**src/rtl/regfile_wb_arbiter.sv**
```systemverilog
// rtl/regfile_wb_arbiter.sv - register-file write-port owner: post-reset clear, then ALU/load writeback arbitration
module regfile_wb_arbiter #(
  parameter int XLEN = 32,
  parameter int NREG = 32,
  parameter int AW   = 5
) (
  input  logic            Clk,
  input  logic            Reset,
  input  logic            alu_valid,
  input  logic [AW-1:0]   alu_waddr,
  input  logic [XLEN-1:0] alu_wdata,
  output logic            alu_ready,
  input  logic            ld_valid,
  input  logic [AW-1:0]   ld_waddr,
  input  logic [XLEN-1:0] ld_wdata,
  output logic            ld_ready,
  output logic            RegWrite,
  output logic [AW-1:0]   waddr,
  output logic [XLEN-1:0] wdata,
  output logic            init_done,
  output logic [NREG-1:0] busy_mask
);

  typedef enum logic {S_CLEAR, S_RUN} state_t;
  typedef enum logic [1:0] {LL_NONE, LL_ALU, LL_LD} loser_t;

  state_t          state_q, state_d;
  loser_t          last_loser_q, last_loser_d;
  logic [AW-1:0]   cnt_q, cnt_d;
  logic            regwrite_q, regwrite_d;
  logic [AW-1:0]   waddr_q, waddr_d;
  logic [XLEN-1:0] wdata_q, wdata_d;
  logic            init_done_q, init_done_d;
  logic [NREG-1:0] busy_q, busy_d;

  logic            hold_alu_v_q, hold_alu_v_d;
  logic [AW-1:0]   hold_alu_addr_q, hold_alu_addr_d;
  logic [XLEN-1:0] hold_alu_data_q, hold_alu_data_d;
  logic            hold_ld_v_q, hold_ld_v_d;
  logic [AW-1:0]   hold_ld_addr_q, hold_ld_addr_d;
  logic [XLEN-1:0] hold_ld_data_q, hold_ld_data_d;

  logic            alu_take, ld_take;
  logic            alu_cand, ld_cand, contested, ld_wins, alu_wins;
  logic [AW-1:0]   alu_addr_c, ld_addr_c;
  logic [XLEN-1:0] alu_data_c, ld_data_c;

  assign alu_ready = init_done_q & ~hold_alu_v_q;
  assign ld_ready  = init_done_q & ~hold_ld_v_q;

  // Writes to x0 are accepted (handshake completes) but never become candidates.
  assign alu_take = alu_valid & alu_ready & (alu_waddr != '0);
  assign ld_take  = ld_valid  & ld_ready  & (ld_waddr  != '0);

  assign alu_cand   = hold_alu_v_q | alu_take;
  assign ld_cand    = hold_ld_v_q  | ld_take;
  assign alu_addr_c = hold_alu_v_q ? hold_alu_addr_q : alu_waddr;
  assign alu_data_c = hold_alu_v_q ? hold_alu_data_q : alu_wdata;
  assign ld_addr_c  = hold_ld_v_q  ? hold_ld_addr_q  : ld_waddr;
  assign ld_data_c  = hold_ld_v_q  ? hold_ld_data_q  : ld_wdata;

  assign contested = alu_cand & ld_cand;
  // Load is the older instruction, so it wins same-address ties and the uncontested-history default.
  assign ld_wins  = ld_cand & (~alu_cand | (alu_addr_c == ld_addr_c) | (last_loser_q != LL_ALU));
  assign alu_wins = alu_cand & ~ld_wins;

  always_comb begin
    state_d         = state_q;
    last_loser_d    = last_loser_q;
    cnt_d           = cnt_q;
    regwrite_d      = 1'b0;
    waddr_d         = waddr_q;
    wdata_d         = wdata_q;
    init_done_d     = init_done_q;
    hold_alu_v_d    = hold_alu_v_q;
    hold_alu_addr_d = hold_alu_addr_q;
    hold_alu_data_d = hold_alu_data_q;
    hold_ld_v_d     = hold_ld_v_q;
    hold_ld_addr_d  = hold_ld_addr_q;
    hold_ld_data_d  = hold_ld_data_q;
    busy_d          = '0;

    case (state_q)
      S_CLEAR: begin
        regwrite_d = 1'b1;
        waddr_d    = cnt_q;
        wdata_d    = '0;
        cnt_d      = cnt_q + 1'b1;
        if (cnt_q == AW'(NREG - 1)) state_d = S_RUN;
      end
      S_RUN: begin
        init_done_d = 1'b1;
        if (ld_wins) begin
          regwrite_d  = 1'b1;
          waddr_d     = ld_addr_c;
          wdata_d     = ld_data_c;
          hold_ld_v_d = 1'b0;
          if (alu_take) begin
            hold_alu_v_d    = 1'b1;
            hold_alu_addr_d = alu_waddr;
            hold_alu_data_d = alu_wdata;
          end
          if (contested) last_loser_d = LL_ALU;
        end else if (alu_wins) begin
          regwrite_d   = 1'b1;
          waddr_d      = alu_addr_c;
          wdata_d      = alu_data_c;
          hold_alu_v_d = 1'b0;
          if (ld_take) begin
            hold_ld_v_d    = 1'b1;
            hold_ld_addr_d = ld_waddr;
            hold_ld_data_d = ld_wdata;
          end
          if (contested) last_loser_d = LL_LD;
        end
      end
      default: state_d = S_CLEAR;
    endcase

    for (int i = 0; i < NREG; i++) begin
      busy_d[i] = (hold_alu_v_d && (hold_alu_addr_d == AW'(i))) ||
                  (hold_ld_v_d  && (hold_ld_addr_d  == AW'(i)));
    end
  end

  always_ff @(posedge Clk) begin
    if (Reset) begin
      state_q         <= S_CLEAR;
      last_loser_q    <= LL_NONE;
      cnt_q           <= '0;
      regwrite_q      <= 1'b0;
      waddr_q         <= '0;
      wdata_q         <= '0;
      init_done_q     <= 1'b0;
      busy_q          <= '0;
      hold_alu_v_q    <= 1'b0;
      hold_alu_addr_q <= '0;
      hold_alu_data_q <= '0;
      hold_ld_v_q     <= 1'b0;
      hold_ld_addr_q  <= '0;
      hold_ld_data_q  <= '0;
    end else begin
      state_q         <= state_d;
      last_loser_q    <= last_loser_d;
      cnt_q           <= cnt_d;
      regwrite_q      <= regwrite_d;
      waddr_q         <= waddr_d;
      wdata_q         <= wdata_d;
      init_done_q     <= init_done_d;
      busy_q          <= busy_d;
      hold_alu_v_q    <= hold_alu_v_d;
      hold_alu_addr_q <= hold_alu_addr_d;
      hold_alu_data_q <= hold_alu_data_d;
      hold_ld_v_q     <= hold_ld_v_d;
      hold_ld_addr_q  <= hold_ld_addr_d;
      hold_ld_data_q  <= hold_ld_data_d;
    end
  end

  assign RegWrite  = regwrite_q;
  assign waddr     = waddr_q;
  assign wdata     = wdata_q;
  assign init_done = init_done_q;
  assign busy_mask = busy_q;

endmodule

```
**config.mk**
```make
export PLATFORM = sky130hd
export DESIGN_NAME = regfile_wb_arbiter
export DESIGN_NICKNAME = d
export VERILOG_FILES = /design/src/rtl/regfile_wb_arbiter.sv
export SDC_FILE = /design/constraint.sdc
export NUM_CORES = 1
export LEC_CHECK = 0
export ABC_AREA = 1
export CORE_MARGIN = 3
export CORE_UTILIZATION = 45
export DETAILED_ROUTE_END_ITERATION = 10
export DONT_BUFFER_PORTS = 1
export PLACE_DENSITY = 0.6
export SLEW_MARGIN = 5
export SYNTH_ARGS = -nofsm -noshare
export SYNTH_HDL_FRONTEND = slang
export SYNTH_SLANG_ARGS = --single-unit
export TNS_END_PERCENT = 10
```
**constraint.sdc**
```tcl
create_clock -name Clk -period 4.92 [get_ports Clk]
set_input_delay 0.738 -clock Clk [delete_from_list [all_inputs] [get_ports Clk]]
set_output_delay 0.738 -clock Clk [all_outputs]
set_load 0.005 [all_outputs]
```
==> run_results.csv, run 1 <==
group,metric,value,unit
sta,slew_violations,0,
floorplanning,core_area,16100,µm²
route,drt_pass1_iterations,6,
route,drt_iter0_drc,542,
clock_tree,postCtsSetupBuffers,0,
sta,maxSlewHeadroom,58.4,%
grt,track_usage,23.1,%
floorplanning,dieArea,18100,µm²
sta,finalClockSkew,0.00950,ns
placed_design,dp_hpwl,13.7,mm
worst_hold_path,hp-start,"Reset",
clock_tree,cts_tree,"built",
critical_path,crit_type,"reg2reg",
logic_synthesis,syn_avg_cell_area,6.87,µm²
critical_path,worstPathArrival,3.65,ns
clock_tree,clk_pin_slew_worst_paths,0.06,ns
critical_path,cp.required,5.26,ns
logic_synthesis,async_reset_ff_share,0,%
placed_design,gp_congestion,0.836,
logic_synthesis,ys.flop_type,"dfxtp_1",
layout,final_cells,1267,
logic_synthesis,synth_area,7450,µm²
sta,setup_viol,0,
power,p_total,2700,µW
clock_tree,numCtsBuffers,17,
route,drc,0,
sta,final.period_utilization,67.2,%
critical_path,worstSetupEndpointType,"flip-flop",
power,powerDensity,334,nW/µm²
logic_synthesis,synth_fa_ha_area_share,0.336,%
placed_design,dp.cells,1238,
logic_synthesis,netlist-cell-type-count,28,
layout,nets,1121,
route,via_per_inst,5.39,
clock_tree,clk_latency,0.43,ns
route,routed-wl-met2,10.1,mm
critical_path,r2r_slack,1.61,ns
sta,setup_tns,0,ns
logic_synthesis,ys_seq_area_share,41.7,%
floorplanning,die_y,135,µm
logic_synthesis,yosysWarningCount,0,
logic_synthesis,synth_simple_gate_area_share,28.1,%
route,wl_per_cell,16.8,µm
route,ant_nets,0,
sta,hold_viol,0,
floorplanning,rows,46,
placed_design,port_buffers,0,
logic_synthesis,synth_edf_count,0,
layout,drive_gt1_share,8.94,%
floorplanning,dieWidth,135,µm
floorplanning,start_util,46.4,%
outcome,status,"finished clean",
clock_tree,htreeDepth,4,
logic_synthesis,synth_nets,1165,
critical_path,rr_startpoint,"hold_alu_v_q$_SDFF_PP0_",
grt,antenna_found_initial,0,
logic_synthesis,synth_mux_area_share,0,%
logic_synthesis,ys_top_cells_by_area,"dfxtp_1 (42%), nand2_1 (15%), a21oi_1 (13%), nand3_1 (6.0%), o21ai_0 (5.3%)",
logic_synthesis,synth_top_cell_area_share,41.7,%
logic_synthesis,yosysTopAreaCell,"dfxtp_1",
logic_synthesis,synth_xor_area_share,0,%
critical_path,path_max_fanout,54,
grt,grt-ovfl-total,0,
power,p_leak,0.00293,µW
clock_tree,post_cts_resized,0,
sta,worst_slew_pin_slew,0.623,ns
sta,fin_crit,3.31,ns
route,via_count,6829,
clock_tree,cts_root_buf,"clkbuf_16",
power,peakVddDrop,242,µV
layout,design_area,8070,µm²
run,max_cap_violations,0,
route,wirelength,21.2,mm
critical_path,critPathLaunch,"hold_alu_v_q$_SDFF_PP0_",
logic_synthesis,ys_ff_latch,155,
worst_hold_path,hold_class,"in2reg",
logic_synthesis,synthCells,1085,
placed_design,post_dp_cell_area,7460,µm²
clock_tree,cts_hold_buf,0,
logic_synthesis,synth_compound_area_share,21.0,%
grt,grt_pass1_vias,6336,
grt,grt_pass1_wl,33.6,mm
grt,grt_max_degree,106,
route,met3_length,1.74,mm
critical_path,worstSetupStartpointType,"flip-flop",
route,met1_length,9.12,mm
route,top_layer,"met4",
logic_synthesis,synth_top_family_by_area,"simple AND/OR/NAND/NOR gates",
floorplanning,io_pins,151,
sta,rsz0062_at_grt,"false",
layout,n_antenna_cell,0,
clock_tree,max-clock-path-buffers,2,
layout,syn_to_final_growth,8.30,%
sta,max_freq,0.302,GHz
clock_tree,cts.sinks,155,
-- Yosys cell counts (3+ instances only) --
library cell,n
buf_2,13
nand3_2,3
inv_1,70
nor2_2,3
a21oi_1,190
dfxtp_1,155
o21ai_2,8
nand2_2,9
o21ai_1,24
buf_4,4
buf_1,4
nand3_1,90
nand4_1,9
nor2_4,18
nand2_1,292
nor2_1,36
o21ai_0,79
inv_2,9
buf_6,6
nor3_1,6
clkbuf_1,48
-- final timing paths --
kind	to	cells after the start
hold reg to reg	hold_ld_data_q[18]$_SDFFE_PP0P_	2
hold / removal	busy_mask[22]$_SDFF_PP0_	1
setup / recovery	hold_ld_data_q[19]$_SDFFE_PP0P_	10
setup reg to reg	hold_ld_data_q[19]$_SDFFE_PP0P_	10
-- area by class of cell --
type                            count  area, µm²
Clock inverter                      5        106
Sequential cell                   155       3100
Clock buffer                       24        502
Multi-Input combinational cell    775       3690
Tap cell                          216        270
Inverter                           80        303
Timing Repair Buffer               12       90.1
Fill cell                        1638       7990
-- per-layer routing --
layer  up-vias  track usage [%]
met5         -                0
met4         0             6.05
met3        23             8.01
met2       197             37.9
met1      3139             29.1
li1       3470                -
-- worst max-delay path: stages, from the launching register on --
cell     delay, ns
dfxtp_1       0.66
inv_2         0.26
and3_1        0.23
a21oi_1       0.30
nor2_1        0.09
nand2_2       0.10
nand2_2       0.31
nand3_2       0.44
buf_4         0.48
o21ai_0       0.15
a21oi_1       0.16
-- power by group --
part           switching, µW  leakage [µW]  internal (µW)
combinational           38.1       0.00139           25.6
sequential              2.86       0.00125           1260
clock                    513      0.000295            860
-- layout by cell type, fill, tap and decap left out, types with 4 or more instances in the layout --
cell | Yosys | layout
nand3_1 | 90 | 90
inv_1 | 70 | 70
nor2_2 | 3 | 4
inv_2 | 9 | 9
nor2_4 | 18 | 18
nand2_2 | 9 | 9
buf_4 | 4 | 12
a21oi_1 | 190 | 190
o21ai_2 | 8 | 8
clkbuf_8 | 0 | 5
nand4_1 | 9 | 9
clkbuf_16 | 0 | 17
nor2_1 | 36 | 35
o21ai_1 | 24 | 24
o21ai_0 | 79 | 79
nand2_1 | 292 | 292
dfxtp_1 | 155 | 155
nor3_1 | 6 | 5
-- logic make-up (layout without fill, tap and decap cells) --
logic type,Yosys count,after routing
AOI/OAI and AO/OA,304,304
DFF,155,155
buffers and inverters,155,121
and+or+nand+nor,469,469
adders and majority gates,2,2
-- state kept, by name, summed over array words and instances, names as in the netlist --
signal and count:
RegWrite 1, busy_mask 32, cnt_q 5, hold_alu_addr_q 5
hold_alu_data_q 32, hold_alu_v_q 1, hold_ld_addr_q 5, hold_ld_data_q 32
hold_ld_v_q 1, init_done 1, last_loser_q 2, state_q 1
waddr 5, wdata 32
-- through the flow --
stage          util [%]  setup slack (ns)  hold WS (ns)
2_1_floorplan         -              2.55         0.424
3_3_place_gp       46.5              1.62         0.431
3_5_place_dp       46.5              1.65         0.435
4_1_cts            50.2              1.59         0.367
5_1_grt            50.2              1.31         0.375
6_report           50.2              1.61         0.389
Power figures use the tool's default switching activity.
==> run 2: changes to the inputs <==
Settings changed: PLACE_DENSITY 0.6 to 0.62.
Clock period 4.92 ns to 2.7 ns, I/O delays scaled along.
==> run 2 against run 1 <==
Via count grew 1.8%. Global-route usage is 0.54 points higher. Clock-buffer cell count shrank 5. Clock power is 81% higher. Total power is 82% higher. Critical path depth is 5 higher. Critical path type unchanged. Highest routed layer unchanged. Die area stayed put. Non-clock buffer count rose by 14. Largest power group unchanged. Wire length rose by 1.5%.
==> run_results.csv, run 2 (synthesis gave the netlist of run 1 again) <==
group,metric,value,unit
outcome,status,"finished clean",
layout,nets,1135,
grt,grt_pass1_vias,6368,
critical_path,cp.required,3.05,ns
floorplanning,io_pins,151,
floorplanning,core_area,16100,µm²
critical_path,cpLargestDelayFamily,"simple AND/OR/NAND/NOR gates",
critical_path,path_max_fanout,17,
run,max_cap_violations,0,
clock_tree,clk_latency,0.42,ns
floorplanning,start_util,46.4,%
clock_tree,cts_root_buf,"clkbuf_16",
sta,max_freq,0.412,GHz
placed_design,port_buffers,0,
critical_path,cp_num_buf_inv,2,
clock_tree,numCtsBuffers,17,
placed_design,dp.cells,1247,
floorplanning,dieArea,18100,µm²
critical_path,r2r_slack,0.27,ns
layout,layout_commonest_cell,"nand2_1",
layout,final_cells,1284,
layout,n_antenna_cell,0,
critical_path,worstSetupStartpointType,"flip-flop",
grt,antenna_found_initial,0,
critical_path,worstPathArrival,2.78,ns
sta,rsz0062_at_grt,"false",
placed_design,dp_hpwl,14.0,mm
power,p_leak,0.00302,µW
critical_path,slowest_stage,"dfxtp_2",
placed_design,post_dp_cell_area,7550,µm²
grt,grt_max_degree,106,
route,via_count,6954,
clock_tree,clk_pin_slew_worst_paths,0.06,ns
route,drc,0,
route,wl_per_cell,16.8,µm
route,wirelength,21.6,mm
route,ant_nets,0,
critical_path,crit_chain,"inv_2, nand2_1, nand2_1, nand2_1, nand2_1, nor2_1, nand3_1, nand2_2, nand3_4, nand2_1, nand2_1, nor2_4, buf_4, nand3_1, a21oi_1",
route,drt_iter0_drc,606,
grt,grt-ovfl-total,0,
critical_path,worstSetupEndpointType,"flip-flop",
sta,finalClockSkew,0.00665,ns
sta,fin_crit,2.43,ns
route,via_per_inst,5.42,
layout,drive_gt1_share,10.8,%
grt,grt_pass1_wl,34.5,mm
grt,track_usage,23.6,%
floorplanning,rows,46,
sta,maxSlewHeadroom,69.1,%
layout,final_core_util,51.5,%
sta,final.period_utilization,90.0,%
critical_path,slowest_delay,0.49,ns
floorplanning,die_y,135,µm
sta,setup_viol,0,
sta,worst_slew_pin_slew,0.462,ns
placed_design,gp_congestion,0.904,
critical_path,crit_type,"reg2reg",
power,peakVddDrop,409,µV
clock_tree,max-clock-path-buffers,2,
layout,design_area,8270,µm²
route,drt_pass1_iterations,5,
worst_hold_path,hold_class,"in2reg",
power,powerDensity,593,nW/µm²
clock_tree,cts_tree,"built",
clock_tree,htreeDepth,4,
sta,hold_viol,0,
floorplanning,dieWidth,135,µm
clock_tree,cts.sinks,155,
layout,layout_common_cells,"nand2_1 (292), a21oi_1 (189), dfxtp_1 (153), nand3_1 (90), o21ai_0 (79)",
layout,syn_to_final_growth,11.0,%
sta,slew_violations,0,
critical_path,path_common_cell,"nand2_1",
==> run 2: cell count changes in the layout (fill, tap and decap cells not counted), sizes merged <==
| cell | previous run | this run |
|---|---|---|
| clkinv | 0 | 6 |
| buf | 12 | 26 |
| clkbuf | 24 | 19 |
| clkinvlp | 1 | 2 |
| inv | 81 | 82 |
==> run 2: layer usage <==
layer	track usage, %	up-vias	wire [µm]
met3	7.41	20	1720
met1	31.1	3226	9530
met4	5.54	0	192
met5	0	-	0
met2	38.1	210	10100
li1	-	3498	-
==> run 2: what timing repair did <==
item	4_1_cts	5_1_grt
hold buffers	0	0
gates resized for setup	1	6
pin swaps	0	3
hold endpoints to repair	0	0
endpoints found under the setup margin	28	103
setup buffers	0	5
==> run 2: power breakdown <==
group	switching, µW	internal, µW	leakage, µW
clock network	993	1490	0.000294
registers	6.04	2290	0.00125
logic	71.7	47.6	0.00147
total	1070	3830	0.00302
==> run 2: metrics by stage <==
step                setup TNS [ns]  hold WS, ns  setup WS [ns]  power, µW
floorplan                        0        0.424          0.665       2470
finish                           0       0.0535          0.271       4900
global placement                 0        0.432         0.0295       2470
CTS                              0       0.0276         0.0199       4940
detailed placement          -0.654        0.434        -0.0856       2470
global route                     0       0.0342         0.0232       5070
==> run 2: layout make-up <==
class / instances / area (µm²)
fillers: 1586 / 7790
repair buffers: 26 / 262
clock buffers: 19 / 443
inverters: 80 / 303
clock inverters: 13 / 168
multi-input cells: 775 / 3710
flip-flops and latches: 155 / 3110
well taps: 216 / 270
==> run 2: final timing paths <==
kind	startpoint	to	depth (start not counted)
worst max-delay path	hold_alu_v_q$_SDFF_PP0_	busy_mask[19]$_SDFF_PP0_	15
worst min-delay path	Reset	busy_mask[20]$_SDFF_PP0_	1
worst max register to register	hold_alu_v_q$_SDFF_PP0_	busy_mask[19]$_SDFF_PP0_	15
worst min register to register	hold_ld_data_q[1]$_SDFFE_PP0P_	hold_ld_data_q[1]$_SDFFE_PP0P_	2
